$ cat src/rtl/ka_dat_arbiter.sv
// ka_dat_arbiter
//   Round-robin arbiter that shares one ka decode datapath between NREQ
//   requesters. The winning word is registered and forwarded with its
//   source index. It sustains one word per cycle.
//
//   Handshake: a word moves on a rising clk edge when valid and ready are
//   both high on that interface. Once valid is asserted, the upstream side
//   holds its word until it is accepted. The decode-side output register
//   reloads in the same cycle it drains, so a full pipeline has no bubbles.
//
//   Optional feature (macro KA_DAT_ARB_LOCK_EN):
//     The top word bit (word[W-1]) becomes a lock bit. Accepting a word that
//     has the lock bit set lets that requester own the arbiter until it sends
//     a word with the lock bit clear. Without the macro, locked is tied to 0
//     and every word is arbitrated again.
//
// Ports:
//   clk         in   clock
//   reset_n     in   asynchronous active-low reset
//   req_valid   in   [NREQ]     per-requester word valid
//   req_dat     in   [NREQ*W]   requester i word at bits [i*W +: W]
//   req_ready   out  [NREQ]     per-requester accept, one-hot or zero
//   t_ka_dat    out  [W]        registered word to the decode block
//   t_ka_valid  out             t_ka_dat valid
//   t_ka_ready  in              downstream accept
//   t_ka_src    out  [SW]       index of the requester that supplied t_ka_dat
//   locked      out             a lock burst owns the arbiter
//   dbg_state   out             FSM state (0 = ARB, 1 = LOCKED)
module ka_dat_arbiter #(
    parameter int SELOU  = 4,
    parameter int SLICES = 4,
    parameter int BADDR  = 8,
    parameter int NREQ   = 4,
    localparam int W     = SELOU + SLICES * BADDR,
    localparam int SW    = (NREQ > 1) ? $clog2(NREQ) : 1
) (
    input  logic                clk,
    input  logic                reset_n,
    input  logic [NREQ-1:0]     req_valid,
    input  logic [NREQ*W-1:0]   req_dat,
    output logic [NREQ-1:0]     req_ready,
    output logic [W-1:0]        t_ka_dat,
    output logic                t_ka_valid,
    input  logic                t_ka_ready,
    output logic [SW-1:0]       t_ka_src,
    output logic                locked,
    output logic                dbg_state
);

    logic [SW-1:0]   rr_ptr;
    logic [SW-1:0]   ptr_d;
    logic [NREQ-1:0] eligible;
    logic [SW-1:0]   win;
    logic            found;
    logic            space;
    logic            grant_ok;
    logic [W-1:0]    win_word;
    logic [SW-1:0]   ptr_inc;

    // The output register can take a word when it is empty or is draining now.
    assign space    = !t_ka_valid || t_ka_ready;
    // reset_n gates the grant so no requester sees ready while the arbiter is in reset.
    assign grant_ok = found && space && reset_n;
    assign win_word = req_dat[win*W +: W];
    assign ptr_inc  = (win == SW'(NREQ - 1)) ? '0 : win + 1'b1;

`ifdef KA_DAT_ARB_LOCK_EN
    typedef enum logic {ARB = 1'b0, LOCKED = 1'b1} state_t;
    state_t        state_q, state_d;
    logic [SW-1:0] owner_q;
    logic          lock_bit;

    assign lock_bit = win_word[W-1];

    always_comb begin
        state_d = state_q;
        case (state_q)
            ARB:     if (grant_ok && lock_bit)  state_d = LOCKED;
            LOCKED:  if (grant_ok && !lock_bit) state_d = ARB;
            default: state_d = ARB;
        endcase
    end

    always_ff @(posedge clk or negedge reset_n) begin
        if (!reset_n) begin
            state_q <= ARB;
            owner_q <= '0;
        end else begin
            state_q <= state_d;
            if (state_q == ARB && grant_ok && lock_bit)
                owner_q <= win;
        end
    end

    // While LOCKED, only the owner is eligible.
    always_comb begin
        eligible = req_valid;
        if (state_q == LOCKED)
            eligible = req_valid & (NREQ'(1) << owner_q);
    end

    // The pointer is frozen during a burst. On the closing word win == owner,
    // so ptr_inc equals owner+1.
    always_comb begin
        ptr_d = rr_ptr;
        if (grant_ok && (state_q == ARB || !lock_bit))
            ptr_d = ptr_inc;
    end

    assign locked    = (state_q == LOCKED);
    assign dbg_state = state_q;
`else
    assign eligible  = req_valid;
    assign locked    = 1'b0;
    assign dbg_state = 1'b0;

    always_comb begin
        ptr_d = rr_ptr;
        if (grant_ok)
            ptr_d = ptr_inc;
    end
`endif

    // Pick the first eligible requester, searching upward from rr_ptr with wrap.
    always_comb begin
        int idx;
        found = 1'b0;
        win   = '0;
        idx   = 0;
        for (int k = 0; k < NREQ; k++) begin
            idx = int'(rr_ptr) + k;
            if (idx >= NREQ)
                idx = idx - NREQ;
            if (!found && eligible[idx]) begin
                found = 1'b1;
                win   = SW'(idx);
            end
        end
    end

    assign req_ready = grant_ok ? (NREQ'(1) << win) : '0;

    always_ff @(posedge clk or negedge reset_n) begin
        if (!reset_n) begin
            t_ka_dat   <= '0;
            t_ka_src   <= '0;
            t_ka_valid <= 1'b0;
            rr_ptr     <= '0;
        end else begin
            if (grant_ok) begin
                t_ka_dat   <= win_word;
                t_ka_src   <= win;
                t_ka_valid <= 1'b1;
            end else if (t_ka_ready) begin
                t_ka_valid <= 1'b0;
            end
            rr_ptr <= ptr_d;
        end
    end

endmodule
$ cat config.mk
export PLATFORM = sky130hd
export DESIGN_NAME = ka_dat_arbiter
export DESIGN_NICKNAME = d
export VERILOG_FILES = /design/src/rtl/ka_dat_arbiter.sv
export SDC_FILE = /design/constraint.sdc
export NUM_CORES = 1
export LEC_CHECK = 0
export ABC_CLOCK_PERIOD_IN_PS = 2550
export BUFFER_PORTS_ARGS = -buffer_cell sky130_fd_sc_hd__buf_2
export CORE_AREA = 2 2 81 83
export CTS_BUF_LIST = sky130_fd_sc_hd__clkbuf_8 sky130_fd_sc_hd__clkbuf_16
export CTS_CLUSTER_SIZE = 8
export DETAILED_ROUTE_END_ITERATION = 6
export DIE_AREA = 0 0 83 85
export GPL_ROUTABILITY_DRIVEN = 0
export GPL_TIMING_DRIVEN = 0
export HOLD_SLACK_MARGIN = 0.1
export MAX_ROUTING_LAYER = met4
export PLACE_DENSITY = 0.84
export SLEW_MARGIN = 5
export SYNTH_ARGS = -nofsm -noshare
export SYNTH_HDL_FRONTEND = slang
export SYNTH_SLANG_ARGS = --single-unit
$ cat constraint.sdc
create_clock -name clk -period 2.55 [get_ports clk]
set_input_delay 0.1275 -clock clk [delete_from_list [all_inputs] [get_ports clk]]
set_output_delay 0.1275 -clock clk [all_outputs]
set_load 0.1 [all_outputs]
### Yosys cells after proc, flatten, opt, wreduce, memory -nomap -nowiden

Index checks and enable logic that the tools add are counted.

| cells by class | value |
|---|---|
| add/subtract/negate cells | 8 |
| multipliers | 1 |
| order comparisons | 8 |
| equal/unequal tests | 1 |
| shift-type cells | 2 |
| multiplexer cells | 28 |
| reductions and logical operators | 11 |

Operators with widths:

| kind | count |
|---|---|
| $shiftx A144 B9 Y36 | 1 |
| $lt A32 B4 Y1 const B | 4 |
| $mux W32 | 4 |
| $mux W1 | 14 |
| $sub A3 B3 Y4 const B | 3 |
| $mux W2 | 5 |
| $ge A3 B3 Y1 const B | 3 |
| $bmux W1 S2 | 4 |
| $add A2 B2 Y3 const B | 2 |
| $mul A2 B4 Y6 const B | 1 |
| $logic_and A1 B1 Y1 | 5 |
| $logic_not A1 Y1 | 4 |
| $mux W4 | 1 |
| $shl A1 B2 Y4 const A | 1 |
| $sub A2 B3 Y4 const B | 1 |
| $add A2 B1 Y3 const B | 1 |
| $ge A2 B3 Y1 const B | 1 |
| $add A2 B1 Y2 const B | 1 |
| $eq A2 B2 Y1 const B | 1 |
| $reduce_bool A2 Y1 | 1 |
| $logic_or A1 B1 Y1 | 1 |

| word-level totals | value |
|---|---|
| register bits after elaboration | 41 |
| input port bits | 151 |
| output and inout port bits | 45 |
| logic and storage cells | 63 |

### Depth between registers and ports, before layout

Gate-level depths: netlist of run 1.

| logic depth | value |
|---|---|
| depth after elaboration | 18 |
| depth in mapped cells | 9 |
| gate-level depth less buffers | 6 |

### Worst setup path after synthesis of run 1

OpenSTA, ideal clock, no wires.

| timing | value |
|---|---|
| path type | register to output |
| start | register t_ka_valid |
| end | output port req_ready[1] |
| data arrival time | 2885 ps |
| data required time | 2423 ps |
| path slack | -462 ps |
| cell stages (with the launch flop) | 7 |
| path buffers | 2 |
| cells stage by stage | dfrtp_1 nand2b_1 nor2b_1 nand2_2 buf_4 buf_4 nor2_1 |

| on the way | value |
|---|---|
| longest elaborated chain between the ends | 5 |

RTL lines:

| element | RTL line | source |
|---|---|---|
| start, declared | 43 | `output logic t_ka_valid,` |
| start signal, assigned | 147 | `t_ka_valid <= 1'b0;` |
| start signal, assigned | 153 | `t_ka_valid <= 1'b1;` |
| start signal, assigned | 155 | `t_ka_valid <= 1'b0;` |
| $logic_not A1 Y1 | 61 | `assign space = !t_ka_valid \|\| t_ka_ready;` |
| $logic_or A1 B1 Y1 | 61 |  |
| $logic_and A1 B1 Y1 (2 in series) | 63 | `assign grant_ok = found && space && reset_n;` |
| $mux W4 | 141 | `assign req_ready = grant_ok ? (NREQ'(1) << win) : '0;` |
| end, declared | 41 | `output logic [NREQ-1:0] req_ready,` |

Every way passes these cells.

### Final worst setup path of run 1

| timing | value |
|---|---|
| start | register rr_ptr[1] |
| end | output port req_ready[3] |

| on the way | value |
|---|---|
| longest elaborated chain between the ends | 18 |
| elaborated cells on any way between the ends | 45 |
| those cells by class | add/sub: 7; order compare: 4; shift: 1; mux: 25; reduce/logical: 8 |

RTL lines:

| element | RTL line | source |
|---|---|---|
| start, declared | 50 | `logic [SW-1:0] rr_ptr;` |
| start signal, assigned | 157 | `rr_ptr <= ptr_d;` |
| branches (longest 17 deep; another with $sub A3 B3 Y4) | -- |  |
| $mux W4 (*) | 141 |  |

Every way passes the cells marked *. The select of a mux whose other input is x is not followed.

==> results of run 1 <==
==> worst max-delay path: stages (launching register included) <==
cell and delay, ns:
dfrtp_1 0.44, a21o_1 0.18, a21oi_1 0.17, o22a_1 0.19
buf_6 0.12, buf_12 0.15, buf_12 0.15, ha_1 0.13
and2_1 0.12, clkbuf_4 0.32
==> through the flow <==
step	setup TNS [ns]	total power [mW]	area [sq um]
after floorplan	-0.640	3.86	2630
after global placement	-0.0282	4.44	3690
after detailed placement	-0.0424	4.49	3690
after CTS	0	4.89	3800
after global routing	0	5.08	3800
final	0	4.85	3800
==> cells by family after synthesis <==
| logic type | synth area share [%] |
|---|---|
| AOI/OAI and AO/OA | 15.0 |
| adders and majority gates | 0.477 |
| buffers and inverters | 9.03 |
| DFF | 39.2 |
| muxes | 27.5 |
| other | 0.143 |
| and+or+nand+nor | 8.64 |
==> layout by cell type (no fill, tap or decap), drive strengths merged, types with 2 or more instances in the layout <==
master	count
nand2	44
o221ai	36
nand2b	5
inv	7
clkbuf	15
mux2i	72
buf	208
dfrtp	41
a21oi	3
nor2	4
conb	2
==> path summary, 6_finish.rpt <==
path | start | to
min in group asynchronous | reset_n | rr_ptr[0]$_DFFE_PN0P_
min | req_valid[2] | t_ka_valid$_DFFE_PN0P_
max | rr_ptr[1]$_DFFE_PN0P_ | req_ready[3]
min reg2reg | t_ka_src[0]$_DFFE_PN0P_ | t_ka_src[0]$_DFFE_PN0P_
max in group asynchronous | reset_n | t_ka_src[0]$_DFFE_PN0P_
max reg2reg | rr_ptr[1]$_DFFE_PN0P_ | t_ka_dat[29]$_DFFE_PN0P_
==> power by group <==
part	leakage, nW	internal (mW)	switching [mW]	total, mW
combinational	1.55	0.798	2.62	3.41
clock	0.0519	0.182	0.207	0.389
sequential	0.504	0.909	0.143	1.05
==> what timing repair did <==
item / 4_1_cts / 5_1_grt
hold buffers: 2 / 0
cloned: 0 / 0
endpoints found under the hold margin: 41 / 0
setup buffers: 0 / 0
resized for setup: 1 / 1
endpoints found under the setup margin: 1 / 1
==> registers in the layout (all words and copies together) (netlist names) <==
register / flops
rr_ptr: 2
t_ka_dat: 36
t_ka_src: 2
t_ka_valid: 1
==> metal layers <==
layer	up-vias	track usage [%]	part of all wire (%)
met5	-	-	0
met4	0	4.62	0.50
met3	6	5.54	7.7
met2	145	42.2	52
met1	1265	25.4	39
li1	1314	-	-
==> area by class of cell <==
cell class	instances	area (sq um)
Inverter	4	15.0
Tap cell	77	96.3
Timing Repair Buffer	195	1000
Sequential cell	41	1030
Buffer	24	221
Fill cell	539	2400
Clock buffer	5	68.8
Clock inverter	3	11.3
Multi-Input combinational cell	176	1360
==> impl_metrics.toml, run 1 <==
[timing]
holdWs_ns = 0.121
finalCritPeriodShare_pct = 94.1
fin_worst_skew_ns = 0.00684
fmax_mhz = 417
slew_headroom_pct = 65.3
setup_viol = 0
min_period_ns = 2.40
finalMaxSlewViolations = 0
finalHoldViolCount = 0
setup_ws_ns = 0.150
rsz0062_at_grt = "no"
worst_slew_pin_slew_ns = 0.520

[synth]
synth_area_leaders = "dfrtp_1, mux2i_1, o221ai_1"
synthFlopType = "dfrtp_1"
synth_top_cell_by_area = "dfrtp_1"
syn_inst = 244
synth-seq-cells = 41
netlist.area_leader.share_pct = 39.2
yosys.cell_types.count = 27
ys.warnings.count = 0
synth_area_sq_um = 2620
yosysMostFrequentCell = "mux2i_1"
seq_area_frac_synth_pct = 39.2
synth.avg_cell_area_sq_um = 10.7
postSynth.asyncResetShare_pct = 100
synth-edff-count = 0
ys_top_cells_by_count = "mux2i_1, nand2_1, dfrtp_1, o221ai_1"

[detailed_routing]
routed_wl_mm = 7.95
vias_per_cell = 5.20
drt-pass1-iter-count = 4
drc = 0
drt_iter0_markers = 77
final_antenna_net_count = 0
vias = 2730
wl_per_cell_um = 15.2

[finish]
n_antenna_cell = 0
fin_nets = 599
stdcell_count = 525
syn_to_final_growth_pct = 45.2
final_util_pct = 61.3
drive_above_1_share_pct = 50.0

[hold_path]
hold_path_class = "input pin to register"
whs_path_depth = 3

[global_routing]
antenna_found_initial = 0
grtUsageTotal_pct = 22.9
first_global_vias = 2825
grt_max_degree = 42
grt_overflow = 0
grt_first_pass_wirelength_mm = 12.8

[die]
core_sq_um = 6200
die_w_um = 83
initial_core_util_pct = 42.2
io_pins = 196
die-area_sq_um = 7060
rows = 29
fp.dieH_um = 85

[power]
ir_drop_mv = 0.908
leakage_nw = 2.10
powerDensity_nw_per_um2 = 1280

[placed_design]
io_buffers = 193
place_inst = 515
hpwl_mm = 6.21
post-place-ws_ns = -0.0424

[clock_network]
cts-buffers-inserted = 5
path_clk_slew_ns = 0.08
clk_latency_ns = 0.29
clock-sinks = 41
tritoncts = "yes"
cts_root_buffer = "clkbuf_8"
cts_max_path_buffers = 2
h-tree-depth = 2

[critical_path]
reg2reg_slack_ns = 0.63
cp_max_fo = 10
worstSetupPathType = "register to output port"
start_kind = "register"
end_kind = "output port"
required_ns = 2.42
reg2reg_depth = 8
critPathArrivalTime_ns = 2.27

[outcome]
status = "complete, no violations"

[flow_run]
max_cap_violations = 0
No activity file was read; power rests on OpenSTA's default activity.
==> run 2: changes to the inputs <==
- CELL_PAD_IN_SITES_DETAIL_PLACEMENT: unset -> 1
- CELL_PAD_IN_SITES_GLOBAL_PLACEMENT: unset -> 1
- CORE_AREA: 2 2 81 83 -> 2 2 95 97
- DIE_AREA: 0 0 83 85 -> 0 0 97 99
- PLACE_DENSITY: 0.84 -> unset
- PLACE_DENSITY_LB_ADDON: unset -> 0.1
==> impl_metrics.toml, run 2 (synthesized netlist as in run 1, its figures left out) <==
[flow_run]
max_cap_violations = 0

[power]
powerDensity_nw_per_um2 = 1280
sw_frac_of_total_pct = 61.0
switchingPower_mw = 3.00
combPwrFrac_pct = 70.1
sequentialPowerShare_pct = 21.3
ir_drop_mv = 0.513
leakage_nw = 2.10
clkPwrFrac_pct = 8.6
p_int_mw = 1.92

[timing]
finalHoldViolCount = 0
finalCritPeriodShare_pct = 94.1
rsz0062_at_grt = "no"
fmax_mhz = 417
setup_viol = 0
min_period_ns = 2.40
finalMaxSlewViolations = 0
fin_worst_skew_ns = 0.00302

[critical_path]
crit_family = "buffers and inverters"
critPathArrivalTime_ns = 2.27
required_ns = 2.42
cp_common_cell = "buf_12"
critPathBufInv = 4
start_kind = "register"
path_cells = "a21o_1 -> a21oi_1 -> o22a_1 -> buf_6 -> buf_12 -> buf_12 -> ha_1 -> and2_1 -> clkbuf_4"
cp_max_fo = 10
reg2reg_depth = 8
worstSetupPathType = "register to output port"
path_depth = 9
end_kind = "output port"
slowest_stage = "dfrtp_1"
slowest_delay_ns = 0.44

[detailed_routing]
routed_wl_mm = 8.74
drt-pass1-iter-count = 4
drt_iter0_markers = 34
wl_per_cell_um = 15.7
vias_per_cell = 4.83
final_antenna_net_count = 0
vias = 2679
drc = 0

[finish]
n_antenna_cell = 0
final_common_cell = "buf_2"
fillCellCount = 1043
most-common-layout-cells = "buf_2, mux2i_1, nand2_1, dfrtp_1, o221ai_1"
reg_top3 = "t_ka_dat x36, rr_ptr x2, t_ka_src x2"
drive_above_1_share_pct = 50.3
top_register = "t_ka_dat"
largest_reg_flops = 36
syn_to_final_growth_pct = 46.9
fin_nets = 599
stdcell_count = 555
final_util_pct = 45.0

[clock_network]
h-tree-depth = 2
clk_latency_ns = 0.28
cts_setup_buffers = 0
tritoncts = "yes"
clock-sinks = 41
cts_max_path_buffers = 2
cts_root_buffer = "clkbuf_8"
path_clk_slew_ns = 0.07
cts-buffers-inserted = 5

[die]
die-area_sq_um = 9600
fp.dieH_um = 99
initial_core_util_pct = 30.6
rows = 34
die_w_um = 97
core_sq_um = 8550
io_pins = 196

[global_routing]
met1_usage_pct = 22.4
antenna_found_initial = 0
first_global_vias = 2937
grt-busiest-layer = "met2"
grt_first_pass_wirelength_mm = 14.2
grtUsageTotal_pct = 18.6
grt_overflow = 0
grt_max_degree = 42
grt_use_met2_pct = 32.3
grtUsageMet3_pct = 4.54

[hold_path]
hold_path_class = "input pin to register"
whs_path_depth = 3

[placed_design]
place_inst = 546
io_buffers = 193
hpwl_mm = 7.01

[outcome]
status = "complete, no violations"
run 2: changes by cell type in the layout (fill, tap and decap cells not counted), sizes merged:
cell	delta
clkbuf	+1
inv	-2
run 2: path summary, 6_finish.rpt:
kind                                    startpoint                       end  slack, ns
max reg2reg                  rr_ptr[1]$_DFFE_PN0P_  t_ka_dat[10]$_DFFE_PN0P_       0.65
min reg2reg                t_ka_src[0]$_DFFE_PN0P_   t_ka_src[0]$_DFFE_PN0P_       0.48
max                          rr_ptr[1]$_DFFE_PN0P_              req_ready[3]       0.15
min in group asynchronous                  reset_n  t_ka_dat[19]$_DFFE_PN0P_       0.36
max in group asynchronous                  reset_n  t_ka_dat[13]$_DFFE_PN0P_       1.99
min                                   req_valid[2]    t_ka_valid$_DFFE_PN0P_       0.14
run 2: metal layers:
layer | vias up | share of wire (%)
li1 | 1305 | -
met1 | 1247 | 42
met2 | 125 | 50
met3 | 2 | 7.8
met4 | 0 | 0.35
met5 | - | 0
run 2: cell type report:
type | count | area (sq um) | share of cell area (%)
clock buffers | 6 | 82.6 | 2.15
flip-flops and latches | 41 | 1030 | 26.7
repair buffers | 195 | 1000 | 26.0
clock inverters | 1 | 3.75 | 0.0975
well taps | 108 | 135 | 3.51
plain buffers | 24 | 221 | 5.75
multi-input cells | 176 | 1360 | 35.4
inverters | 4 | 15.0 | 0.390
run 2: repair_timing:
item,4_1_cts,5_1_grt
resized for setup,1,1
pin swaps,0,0
hold buffers,2,0
cloned,0,0
hold endpoints to repair,41,0
setup endpoints to repair,1,1
run 2: power groups by stage:
| stage | clock network (mW) | logic, mW | registers [mW] |
|---|---|---|---|
| global route | 0.465 | 3.60 | 1.09 |
| finish | 0.425 | 3.45 | 1.05 |
| floorplan | 0 | 0.986 | 2.88 |
| CTS | 0.438 | 3.48 | 1.05 |
| detailed placement | 0 | 3.48 | 1.06 |
| global placement | 0 | 3.45 | 1.04 |
run 2: per-stage QoR:
stage / total power [mW] / setup WS, ns / setup TNS (ns) / hold WS (ns) / instance area (sq um)
6_report: 4.92 / 0.150 / 0 / 0.135 / 3850
3_5_place_dp: 4.54 / -0.0804 / -0.0804 / 0.338 / 3730
5_1_grt: 5.15 / 0.0437 / 0 / 0.138 / 3850
2_1_floorplan: 3.86 / -0.320 / -0.640 / -0.168 / 2630
4_1_cts: 4.97 / 0.00917 / 0 / 0.136 / 3850
3_3_place_gp: 4.50 / -0.0756 / -0.0756 / 0.339 / 3730
run 2: worst reg2reg max path: stages (launching register included):
cell and delay [ns]:
dfrtp_1 0.44, a21o_1 0.18, a21oi_1 0.15, o22a_1 0.18, buf_6 0.12, buf_12 0.15, buf_12 0.15, mux2i_1 0.23
o221ai_1 0.16
==> run 3: changes to the inputs <==
- SETUP_SLACK_MARGIN: unset -> 0.5
- SLEW_MARGIN: 5 -> unset
==> impl_metrics.toml, run 3 (synthesized netlist as in run 1, its figures left out) <==
[clock_network]
cts-buffers-inserted = 5
cts_root_buffer = "clkbuf_8"
cts_max_path_buffers = 2
clk_latency_ns = 0.28
path_clk_slew_ns = 0.07
tritoncts = "yes"
clock-sinks = 41
h-tree-depth = 2

[detailed_routing]
routed_wl_mm = 8.90
vias_per_cell = 4.79
final_antenna_net_count = 0
wl_per_cell_um = 15.7
drt-pass1-iter-count = 4
vias = 2709
drc = 0
drt_iter0_markers = 46

[finish]
drive_above_1_share_pct = 53.7
top_register = "t_ka_dat"
final_common_cell = "buf_2"
n_antenna_cell = 0
syn_to_final_growth_pct = 54.5
most-common-layout-cells = "buf_2, mux2i_1, nand2_1, dfrtp_1, o221ai_1"
reg_top3 = "t_ka_dat x36, rr_ptr x2, t_ka_src x2"
largest_reg_flops = 36
fin_nets = 611
stdcell_count = 566

[hold_path]
whs_path_depth = 3
hold_start = "reset_n"
min_to = "t_ka_valid$_DFFE_PN0P_"
hold_path_class = "input pin to register"

[critical_path]
reg2reg_slack_ns = 0.60
crit_family = "buffers and inverters"
reg2reg_depth = 9
critPathBufInv = 5
required_ns = 2.42
start_kind = "register"
slowest_delay_ns = 0.45
worstSetupPathType = "register to output port"
cp_common_cell = "buf_12"
reg2reg_to = "t_ka_dat[2]$_DFFE_PN0P_"
slowest_stage = "dfrtp_2"
r2r-start = "rr_ptr[0]$_DFFE_PN0P_"
cp_max_fo = 5
end_kind = "output port"
path_cells = "buf_4 -> a21oi_2 -> o22a_1 -> buf_6 -> buf_12 -> buf_12 -> ha_4 -> and2_4 -> buf_12"
critPathArrivalTime_ns = 1.92

[global_routing]
grt_overflow = 0
grtUsageTotal_pct = 18.7
first_global_vias = 2861
grt_first_pass_wirelength_mm = 14.1
antenna_found_initial = 0
grt_max_degree = 42

[die]
initial_core_util_pct = 30.6
core_sq_um = 8550
die_w_um = 97
rows = 34
fp.dieH_um = 99
io_pins = 196
die-area_sq_um = 9600

[placed_design]
io_buffers = 193
hpwl_mm = 6.86
place_inst = 546

[outcome]
status = "complete, no violations"

[timing]
setup_viol = 0
fmax_mhz = 488
finalMaxSlewViolations = 0
rsz0062_at_grt = "yes"
fin_worst_skew_ns = 0.00448
finalHoldViolCount = 0
min_period_ns = 2.05
finalCritPeriodShare_pct = 80.4

[power]
powerDensity_nw_per_um2 = 1250
leakage_nw = 2.17
ir_drop_mv = 0.532
report.power.total_mw = 5.05

[flow_run]
max_cap_violations = 0
==> run 3: area by class of cell <==
type | count | area [sq um]
fillers | 1030 | 4500
flip-flops and latches | 41 | 1030
multi-input cells | 176 | 1410
plain buffers | 24 | 235
clock buffers | 5 | 68.8
repair buffers | 207 | 1150
clock inverters | 1 | 5.00
inverters | 4 | 15.0
well taps | 108 | 135
==> run 3: what timing repair did <==
item,CTS,global route
setup buffers,9,3
endpoints found under the hold margin,41,0
hold buffers,2,0
gates resized for setup,19,9
setup endpoints to repair,6,30
pin swaps,4,4
==> run 3: tightest hold or removal path, delay by kind of cell <==
| kind | cells | cell delay (ns) |
|---|---|---|
| AOI/OAI and AO/OA | 1 | 0.08 |
| buffers and inverters | 1 | 0.10 |
| and+or+nand+nor | 1 | 0.06 |
==> run 3: report_power, final <==
part | internal [mW] | switching [mW] | leakage, nW
registers | 0.910 | 0.142 | 0.502
clock network | 0.180 | 0.210 | 0.0399
logic | 0.914 | 2.69 | 1.63
total | 2.00 | 3.05 | 2.17
==> run 3: metal layers <==
metal / GRT usage (%) / vias up / part of all wire, %
met3: 3.90 / 4 / 6.8
met1: 22.3 / 1252 / 42
met5: - / - / 0
met4: 3.79 / 0 / 0.46
met2: 33.0 / 124 / 50
li1: - / 1329 / -
==> run 3: worst max-delay path by stage <==
stage	from	end	slack, ns	cells past startpoint
after floorplan	t_ka_valid$_DFFE_PN0P_	req_ready[1]	0.50	6
after global placement	reset_n	req_ready[1]	-0.09	8
after detailed placement	reset_n	req_ready[1]	-0.16	8
after CTS	rr_ptr[0]$_DFFE_PN0P_	req_ready[1]	0.48	8
after global routing	rr_ptr[0]$_DFFE_PN0P_	req_ready[3]	0.43	9
final	rr_ptr[0]$_DFFE_PN0P_	req_ready[3]	0.50	9
==> run 3: per-stage QoR <==
step                utilization [%]  instance area (sq um)  hold WS [ns]  setup slack (ns)  TNS [ns]
global route                   47.3                   4050         0.139             0.433         0
floorplan                         -                   2650        -0.168             0.504         0
CTS                            46.7                   4000         0.124             0.484         0
finish                         47.3                   4050         0.118             0.501         0
global placement               43.9                   3750         0.342           -0.0878   -0.0878
detailed placement             43.9                   3750         0.360            -0.158    -0.158
